<file path="src/rtl/waterled_multi_if.sv">
// Control and LED-drive bundle for the running-light controller.
// The host/board side is master; waterled_multi is slave.
interface waterled_multi_if #(
    parameter int LED_NUM = 8
);
    logic               enable;
    logic [1:0]         mode;
    logic [1:0]         speed_sel;
    logic [LED_NUM-1:0] led_out;
    logic               step_pulse;
    logic               dir;

    modport master (
        output enable, mode, speed_sel,
        input  led_out, step_pulse, dir
    );

    modport slave (
        input  enable, mode, speed_sel,
        output led_out, step_pulse, dir
    );
endinterface

</file>
<file path="src/rtl/waterled_multi.sv">
// Running-light controller: prescaled step tick walks one lit LED (up/down/ping-pong/hold).
// Optional head+tail trail enabled by defining WATERLED_TRAIL_EN.
module waterled_multi #(
    parameter int LED_NUM    = 8,
    parameter int CNT_WIDTH  = 25,
    parameter int STEP_MAX   = 24_999_999,
    parameter int ACTIVE_LOW = 1
) (
    input  logic             sys_clk,
    input  logic             sys_rst,
    waterled_multi_if.slave  bus
);
    localparam int                   POS_W      = $clog2(LED_NUM);
    localparam logic [POS_W-1:0]     POS_LAST   = POS_W'(LED_NUM - 1);
    localparam logic [POS_W-1:0]     POS_ONE    = POS_W'(1);
    localparam logic [CNT_WIDTH-1:0] STEP_MAX_C = CNT_WIDTH'(STEP_MAX);

    // Head and tail share one LED when no trail is shown, so a single helper covers both builds.
    function automatic logic [LED_NUM-1:0] led_pattern(
        input logic [POS_W-1:0] head,
        input logic [POS_W-1:0] tail
    );
        logic [LED_NUM-1:0] lit;
        lit = (LED_NUM'(1) << head) | (LED_NUM'(1) << tail);
        return (ACTIVE_LOW != 0) ? ~lit : lit;
    endfunction

    logic [CNT_WIDTH-1:0] cnt_r;
    logic [POS_W-1:0]     pos_r;
    logic                 dir_r;
    logic                 step_pulse_r;
    logic [LED_NUM-1:0]   led_r;

    logic [CNT_WIDTH-1:0] eff_max_s;
    logic                 tick_s;
    logic [POS_W-1:0]     pos_nxt_s;
    logic                 dir_nxt_s;
    logic [POS_W-1:0]     tail_nxt_s;

    // Prescaler terminal compare; ">=" lets a shortened period take effect immediately.
    always_comb begin
        eff_max_s = STEP_MAX_C >> bus.speed_sel;
        tick_s    = bus.enable && (cnt_r >= eff_max_s);
    end

    // Next head position and ping-pong direction for the current mode.
    always_comb begin
        pos_nxt_s = pos_r;
        dir_nxt_s = dir_r;
        case (bus.mode)
            2'b00: pos_nxt_s = (pos_r == POS_LAST) ? '0 : pos_r + POS_ONE;
            2'b01: pos_nxt_s = (pos_r == '0) ? POS_LAST : pos_r - POS_ONE;
            2'b10: begin
                if (dir_r) begin
                    if (pos_r == POS_LAST) begin
                        pos_nxt_s = pos_r - POS_ONE;
                        dir_nxt_s = 1'b0;
                    end else begin
                        pos_nxt_s = pos_r + POS_ONE;
                    end
                end else begin
                    if (pos_r == '0) begin
                        pos_nxt_s = pos_r + POS_ONE;
                        dir_nxt_s = 1'b1;
                    end else begin
                        pos_nxt_s = pos_r - POS_ONE;
                    end
                end
            end
            2'b11:   pos_nxt_s = pos_r;
            default: pos_nxt_s = pos_r;
        endcase
    end

`ifdef WATERLED_TRAIL_EN
    logic [POS_W-1:0] prev_pos_r;

    // Tail follows the old head only when the head actually moves.
    always_comb begin
        if (tick_s && (pos_nxt_s != pos_r)) begin
            tail_nxt_s = pos_r;
        end else begin
            tail_nxt_s = prev_pos_r;
        end
    end

    // Trail position register.
    always_ff @(posedge sys_clk) begin
        if (sys_rst) begin
            prev_pos_r <= '0;
        end else begin
            prev_pos_r <= tail_nxt_s;
        end
    end
`else
    // Without a trail the tail coincides with the head.
    always_comb begin
        tail_nxt_s = pos_nxt_s;
    end
`endif

    // Prescaler, position, direction, strobe and registered LED drive.
    always_ff @(posedge sys_clk) begin
        if (sys_rst) begin
            cnt_r        <= '0;
            pos_r        <= '0;
            dir_r        <= 1'b1;
            step_pulse_r <= 1'b0;
            led_r        <= led_pattern('0, '0);
        end else begin
            step_pulse_r <= tick_s;
            if (bus.enable) begin
                cnt_r <= tick_s ? '0 : cnt_r + CNT_WIDTH'(1);
            end
            if (tick_s) begin
                pos_r <= pos_nxt_s;
                dir_r <= dir_nxt_s;
                led_r <= led_pattern(pos_nxt_s, tail_nxt_s);
            end
        end
    end

    assign bus.led_out    = led_r;
    assign bus.step_pulse = step_pulse_r;
    assign bus.dir        = dir_r;
endmodule

</file>
<file path="src/flat_wrapper.sv">
// flat-port wrapper written by rule: the top's interface ports become plain ports
module waterled_multi_flat 
#(
    parameter int LED_NUM    = 8,
    parameter int CNT_WIDTH  = 25,
    parameter int STEP_MAX   = 24_999_999,
    parameter int ACTIVE_LOW = 1
)
  (sys_clk, sys_rst, bus_enable, bus_mode, bus_speed_sel, bus_led_out, bus_step_pulse, bus_dir);
  waterled_multi_if #(.LED_NUM(LED_NUM)) bus_i ();
  input  logic sys_clk;
  input  logic sys_rst;
  input wire logic [$bits(bus_i.enable)-1:0] bus_enable;
  input wire logic [$bits(bus_i.mode)-1:0] bus_mode;
  input wire logic [$bits(bus_i.speed_sel)-1:0] bus_speed_sel;
  output wire logic [$bits(bus_i.led_out)-1:0] bus_led_out;
  output wire logic [$bits(bus_i.step_pulse)-1:0] bus_step_pulse;
  output wire logic [$bits(bus_i.dir)-1:0] bus_dir;
  assign bus_i.enable = bus_enable;
  assign bus_i.mode = bus_mode;
  assign bus_i.speed_sel = bus_speed_sel;
  assign bus_led_out = bus_i.led_out;
  assign bus_step_pulse = bus_i.step_pulse;
  assign bus_dir = bus_i.dir;
  waterled_multi #(.LED_NUM(LED_NUM), .CNT_WIDTH(CNT_WIDTH), .STEP_MAX(STEP_MAX), .ACTIVE_LOW(ACTIVE_LOW)) u_core (.sys_clk(sys_clk), .sys_rst(sys_rst), .bus(bus_i));
endmodule
</file>
<file path="config.mk">
export PLATFORM = sky130hd
export DESIGN_NAME = waterled_multi_flat
export DESIGN_NICKNAME = d
export VERILOG_FILES = /design/src/rtl/waterled_multi_if.sv /design/src/rtl/waterled_multi.sv /design/src/flat_wrapper.sv
export SDC_FILE = /design/constraint.sdc
export NUM_CORES = 1
export LEC_CHECK = 0
export CAP_MARGIN = 0
export CORE_MARGIN = 5
export CORE_UTILIZATION = 60
export DETAILED_ROUTE_END_ITERATION = 10
export PLACE_DENSITY = 0.8
export SLEW_MARGIN = 5
export SYNTH_ARGS = -nofsm -noshare
export SYNTH_HDL_FRONTEND = slang
export SYNTH_SLANG_ARGS = --single-unit
</file>
<file path="constraint.sdc">
create_clock -name sys_clk -period 3.98 [get_ports sys_clk]
set_clock_uncertainty 0.05 [all_clocks]
set_input_delay 0.995 -clock sys_clk [delete_from_list [all_inputs] [get_ports sys_clk]]
set_output_delay 0.995 -clock sys_clk [all_outputs]
set_load 0.005 [all_outputs]
</file>
Yosys cells after proc, flatten, opt, wreduce, memory -nomap -nowiden:

Index checks and enable logic that the tools add are counted.

* input port bits: 7
* bits in latches: 0
* bits in registers: 38
* memory bits (writable): 0
* memory bits (read-only): 0
* memories: 0

* multiplexer cells: 10
* divide/modulo/power cells: 0
* multiply operators: 0
* magnitude comparators: 1
* reductions and logical operators: 4
* bitwise gates (word level): 2
* add/sub/neg operators: 3
* shift-type cells: 2
* equality and inequality tests: 4

Operator list (number)
* adder 25 x 1 -> 25 bit (second input constant): 1
* greater-or-equal comparator 25 bit: 1
* two-way mux 25 bit: 1
* right shift 25 x 2 -> 25 bit (first input constant): 1
* two-way mux 3 bit: 5
* one-hot mux 3 bit (4 select lines): 1
* NOT 8 bit: 1
* OR 8 bit: 1
* << shifter 1 x 3 -> 8 bit (first input constant): 1
* equality test 2 bit (second input constant): 2
* adder 3 x 1 -> 3 bit (second input constant): 1
* equality test 3 bit (second input constant): 1
* logical NOT 3 bit: 1
* two-way mux 1 bit: 3
* subtractor 3 x 1 -> 3 bit (second input constant): 1
* equality test 2 x 1 -> 1 bit (second input constant): 1
* logical NOT 2 bit: 1
* AND reduction 2 bit: 1
* logical AND 1 bit: 1

Depth between registers and ports, before layout:

* depth in word-level cells: 7
* mapped depth: 11
* mapped depth without buffers: 10

Least setup slack after synthesis:

OpenSTA, ideal clock, no wires.

* kind: input -> register
* start: input port bus_speed_sel[0]
* end: register u_core.led_r[1], in the netlist u_core.bus.led_out[1]
* arrival time: 2.888 ns
* cell stages on the path: 11
* data required time: 3.801 ns
* setup slack: 0.913 ns
* cell sequence: buf_4 nand2_1 inv_1 ha_1 and3b_1 o211a_1 a2111o_1 a31o_1 buf_2 a211oi_1 o21ai_0

* word-level cells in the longest chain between the ends: 3

RTL lines
* start, declared: line flat_wrapper.sv:15 `input wire logic [$bits(bus_i.speed_sel)-1:0] bus_speed_sel;`
* right shift 25 x 2 -> 25 bit: line waterled_multi.sv:42 `eff_max_s = STEP_MAX_C >> bus.speed_sel;`
* greater-or-equal comparator 25 bit: line waterled_multi.sv:43 `tick_s = bus.enable && (cnt_r >= eff_max_s);`
* logical AND 1 bit: line waterled_multi.sv:43
* end signal, assigned: line waterled_multi.sv:109 `led_r <= led_pattern('0, '0);`
* end signal, assigned: line waterled_multi.sv:118 `led_r <= led_pattern(pos_nxt_s, tail_nxt_s);`
* end, declared: line waterled_multi.sv:32 `logic [LED_NUM-1:0] led_r;`

No other way between the ends.
A chain may end at the register's enable or synchronous reset.

Worst setup path after layout:

* start: input port bus_speed_sel[0]
* end: register u_core.led_r[2], in the netlist u_core.bus.led_out[2]

The elaborated chain is that of the path after synthesis.

==> results.py <==
metrics = {
    "pwr": {
        "switchingPower_uw": 183,
        "intPower_uw": 670,
        "ir_worst_vdd_mv": 0.167,
        "p_sw_frac": 0.215,
        "seq_power_share": 0.450,
        "power_frac_comb": 0.069,
        "p_leak_uw": 0.00108,
        "power.density_nw_per_um2": 283,
        "clock_power_share": 0.482,
    },
    "placement": {
        "gp_congestion": 0.889,
        "place_ws_ns": -0.185,
        "portBuffers": 16,
        "dp_hpwl_um": 4770,
        "dpl_cell_area_sq_um": 2870,
        "dp_cells": 393,
    },
    "routing": {
        "num_vias": 2580,
        "avgViaCountPerCell": 6.43,
        "ant_nets": 0,
        "routed_wl_um": 6500,
        "drtPass1Iterations": 4,
        "wl_per_cell_um": 16.2,
        "drtIter0Drc": 273,
        "route.detailed.drc": 0,
    },
    "critical_path": {
        "cp_data_required_time_ns": 4.09,
        "max_stage_delay_ns": 0.62,
        "crit_slowest_cell": "clkdlybuf4s50_1",
        "r2r-end": "u_core.bus.led_out[2]$_SDFFE_PP1P_",
        "path_class": "in2reg",
        "crit_path_end_kind": "flip-flop",
        "rrSetupSlack_ns": 1.34,
        "path_max_fanout": 12,
        "crit_start": "bus_speed_sel[0]",
        "arrival_ns": 3.90,
        "path_buf_inv": 3,
        "cp-start-kind": "primary input",
        "worstSetupPathDepth": 10,
        "worstPathCellList": "clkdlybuf4s50_1 -> nor2_2 -> inv_1 -> ha_1 -> nand4_1 -> nor3b_2 -> a31oi_4 -> buf_4 -> a2111oi_0 -> o21ai_0",
        "endpoint": "u_core.bus.led_out[2]$_SDFFE_PP1P_",
        "path_delay_family": "buffers and inverters",
        "worstRegToRegCells": 8,
        "timing.rr.start": "u_core.pos_r[0]$_SDFFE_PP0P_",
    },
    "layout": {
        "final_core_util": 0.692,
        "layout_common_cells": "38 x dfxtp_1, 31 x nand2_1, 24 x nor3_1",
        "layout-drive-gt1-share": 0.0716,
        "final_common_cell": "dfxtp_1",
        "n_antenna_cell": 0,
        "fin_cells": 401,
        "nets": 373,
        "area_growth_pct": 12.3,
        "finalInstanceArea_sq_um": 3010,
    },
    "floorplan": {
        "core-area_sq_um": 4350,
        "dieArea_sq_um": 5910,
        "ios": 17,
        "dieWidth_um": 76.9,
        "start_util": 0.617,
        "core.rowCount": 24,
        "die_h_um": 76.9,
    },
    "clock_tree": {
        "insertion_delay_ns": 0.29,
        "cts-root-buf": "clkbuf_8",
        "ctsLongestPathBuffers": 2,
        "clock-sinks": 38,
        "cts_made_buffers": 5,
        "htree_levels": 2,
        "cts_setup_buffers": 0,
        "cts.clk_slew.worst_paths_ns": 0.08,
        "cts_tree": "yes",
    },
    "logic_synthesis": {
        "synth_cell_types": 54,
        "yosysSeqAreaShare": 0.283,
        "syn_inst": 341,
        "synth_nets": 366,
        "syn_area_sq_um": 2690,
        "yosysWarningCount": 0,
        "synth_edf_count": 0,
        "syn_avg_cell_area_sq_um": 7.87,
        "ys_seq_elements": 38,
        "synthArstFlopShare": 0,
        "synth_flop_cell": "dfxtp_1",
    },
    "sta": {
        "timing.final.ws_setup_ns": 0.193,
        "min_period_ns": 3.79,
        "layout_worst_path_cycle_share": 0.951,
        "slew_violations": 0,
        "setup_violations": 0,
        "hold_violations": 0,
        "whs_ns": 0.474,
        "rsz0062_at_grt": "no",
        "fmax_mhz": 264,
        "tightest_slew_ns": 0.655,
        "relSlewSlack": 0.563,
    },
    "global_route": {
        "grt_pass1_wl_um": 11300,
        "antenna_found_initial": 0,
        "grt_max_degree": 22,
        "gr-total-overflow": 0,
        "grt.total_usage": 0.226,
        "grt_pass1_vias": 2400,
    },
    "min_path": {
        "hp-class": "reg2reg",
    },
    "status": {
        "status": "complete, no violations",
    },
    "job": {
        "max-cap-violations": 0,
    },
}
-- through the flow --
stage                     total power (uW)  setup TNS [ns]
after global routing                   885               0
after floorplan                        431               0
final                                  854               0
after detailed placement               450          -0.185
after global placement                 449               0
after CTS                              859               0
-- state kept, by name (all words and copies together), names as in the netlist --
| signal | flops |
|---|---|
| u_core.cnt_r | 25 |
| u_core.bus.dir | 1 |
| u_core.bus.step_pulse | 1 |
| u_core.bus.led_out | 8 |
| u_core.pos_r | 3 |
-- synthesized netlist by cell type, types with 3 or more instances --
master	instances	area [sq um]
o21ai_0	9	45.0
nor2_1	19	71.3
clkbuf_1	16	60.1
buf_2	8	40.0
a21oi_1	11	55.1
o211ai_1	3	22.5
a2111oi_0	7	61.3
xor2_1	4	35.0
nand2b_1	4	25.0
xnor2_1	12	105
dfxtp_1	38	761
nor3_1	24	120
and2_1	4	25.0
a211oi_1	14	105
a31oi_1	12	75.1
nand2_1	31	116
and3_1	4	25.0
ha_1	18	225
inv_1	13	48.8
nor2b_1	7	43.8
nand3_1	20	100
o21ai_1	4	20.0
nand4_1	19	119
a211o_1	3	26.3
-- worst min-delay path by stage --
stage / startpoint / endpoint / slack, ns / depth (start not counted)
floorplan: u_core.cnt_r[1]$_SDFFE_PP0P_ / u_core.cnt_r[1]$_SDFFE_PP0P_ / 0.42 / 2
global placement: u_core.cnt_r[1]$_SDFFE_PP0P_ / u_core.cnt_r[1]$_SDFFE_PP0P_ / 0.45 / 2
detailed placement: u_core.bus.led_out[5]$_SDFFE_PP1P_ / u_core.bus.led_out[5]$_SDFFE_PP1P_ / 0.46 / 2
CTS: u_core.cnt_r[1]$_SDFFE_PP0P_ / u_core.cnt_r[1]$_SDFFE_PP0P_ / 0.48 / 2
global route: u_core.cnt_r[0]$_SDFFE_PP0P_ / u_core.cnt_r[0]$_SDFFE_PP0P_ / 0.51 / 2
finish: u_core.cnt_r[1]$_SDFFE_PP0P_ / u_core.cnt_r[1]$_SDFFE_PP0P_ / 0.47 / 2
-- timing repair --
action / CTS / global route
hold buffers: 0 / 0
setup endpoints to repair: 0 / 1
gates resized for setup: 0 / 1
-- layer usage --
layer  GRT usage  vias up  part of all wire
met4      0.0647        0             0.015
met1       0.305     1201              0.44
met3      0.0386        9             0.062
met5           0        -                 0
met2       0.367       88              0.48
li1            -     1282                 -
-- logic make-up after synthesis --
kind of cell | Yosys count | share of synthesized area
buffers and inverters | 39 | 0.0610
and+or+nand+nor | 148 | 0.290
adders and majority gates | 19 | 0.0876
muxes | 3 | 0.0205
DFF | 38 | 0.283
xor gates and xnor gates | 16 | 0.0522
AOI/OAI and AO/OA | 78 | 0.205
-- final cells by class --
cell class / instances / area, sq um
multi-input combinational: 264 / 1760
fill: 347 / 1340
sequential: 38 / 761
timing repair buffer: 26 / 235
clock buffer: 6 / 82.6
tap: 52 / 65.1
clock inverter: 2 / 60.1
inverter: 13 / 48.8
-- worst reg2reg max path: stages, from the launching register on --
cell       delay (ns)
dfxtp_1          0.33
ha_1             0.20
ha_1             0.22
nor2b_1          0.25
a21o_1           0.19
xor2_1           0.09
mux4_2           0.53
a2111oi_0        0.50
o21ai_0          0.14
-- power by group through the flow --
stage                     logic, uW  clock network (uW)  registers [uW]
after CTS                      57.9                 417             384
final                          58.7                 411             384
after global placement         56.1                   0             393
after floorplan                38.8                   0             392
after detailed placement       57.5                   0             393
after global routing           63.9                 436             384
(Power assumes the default switching activity.)
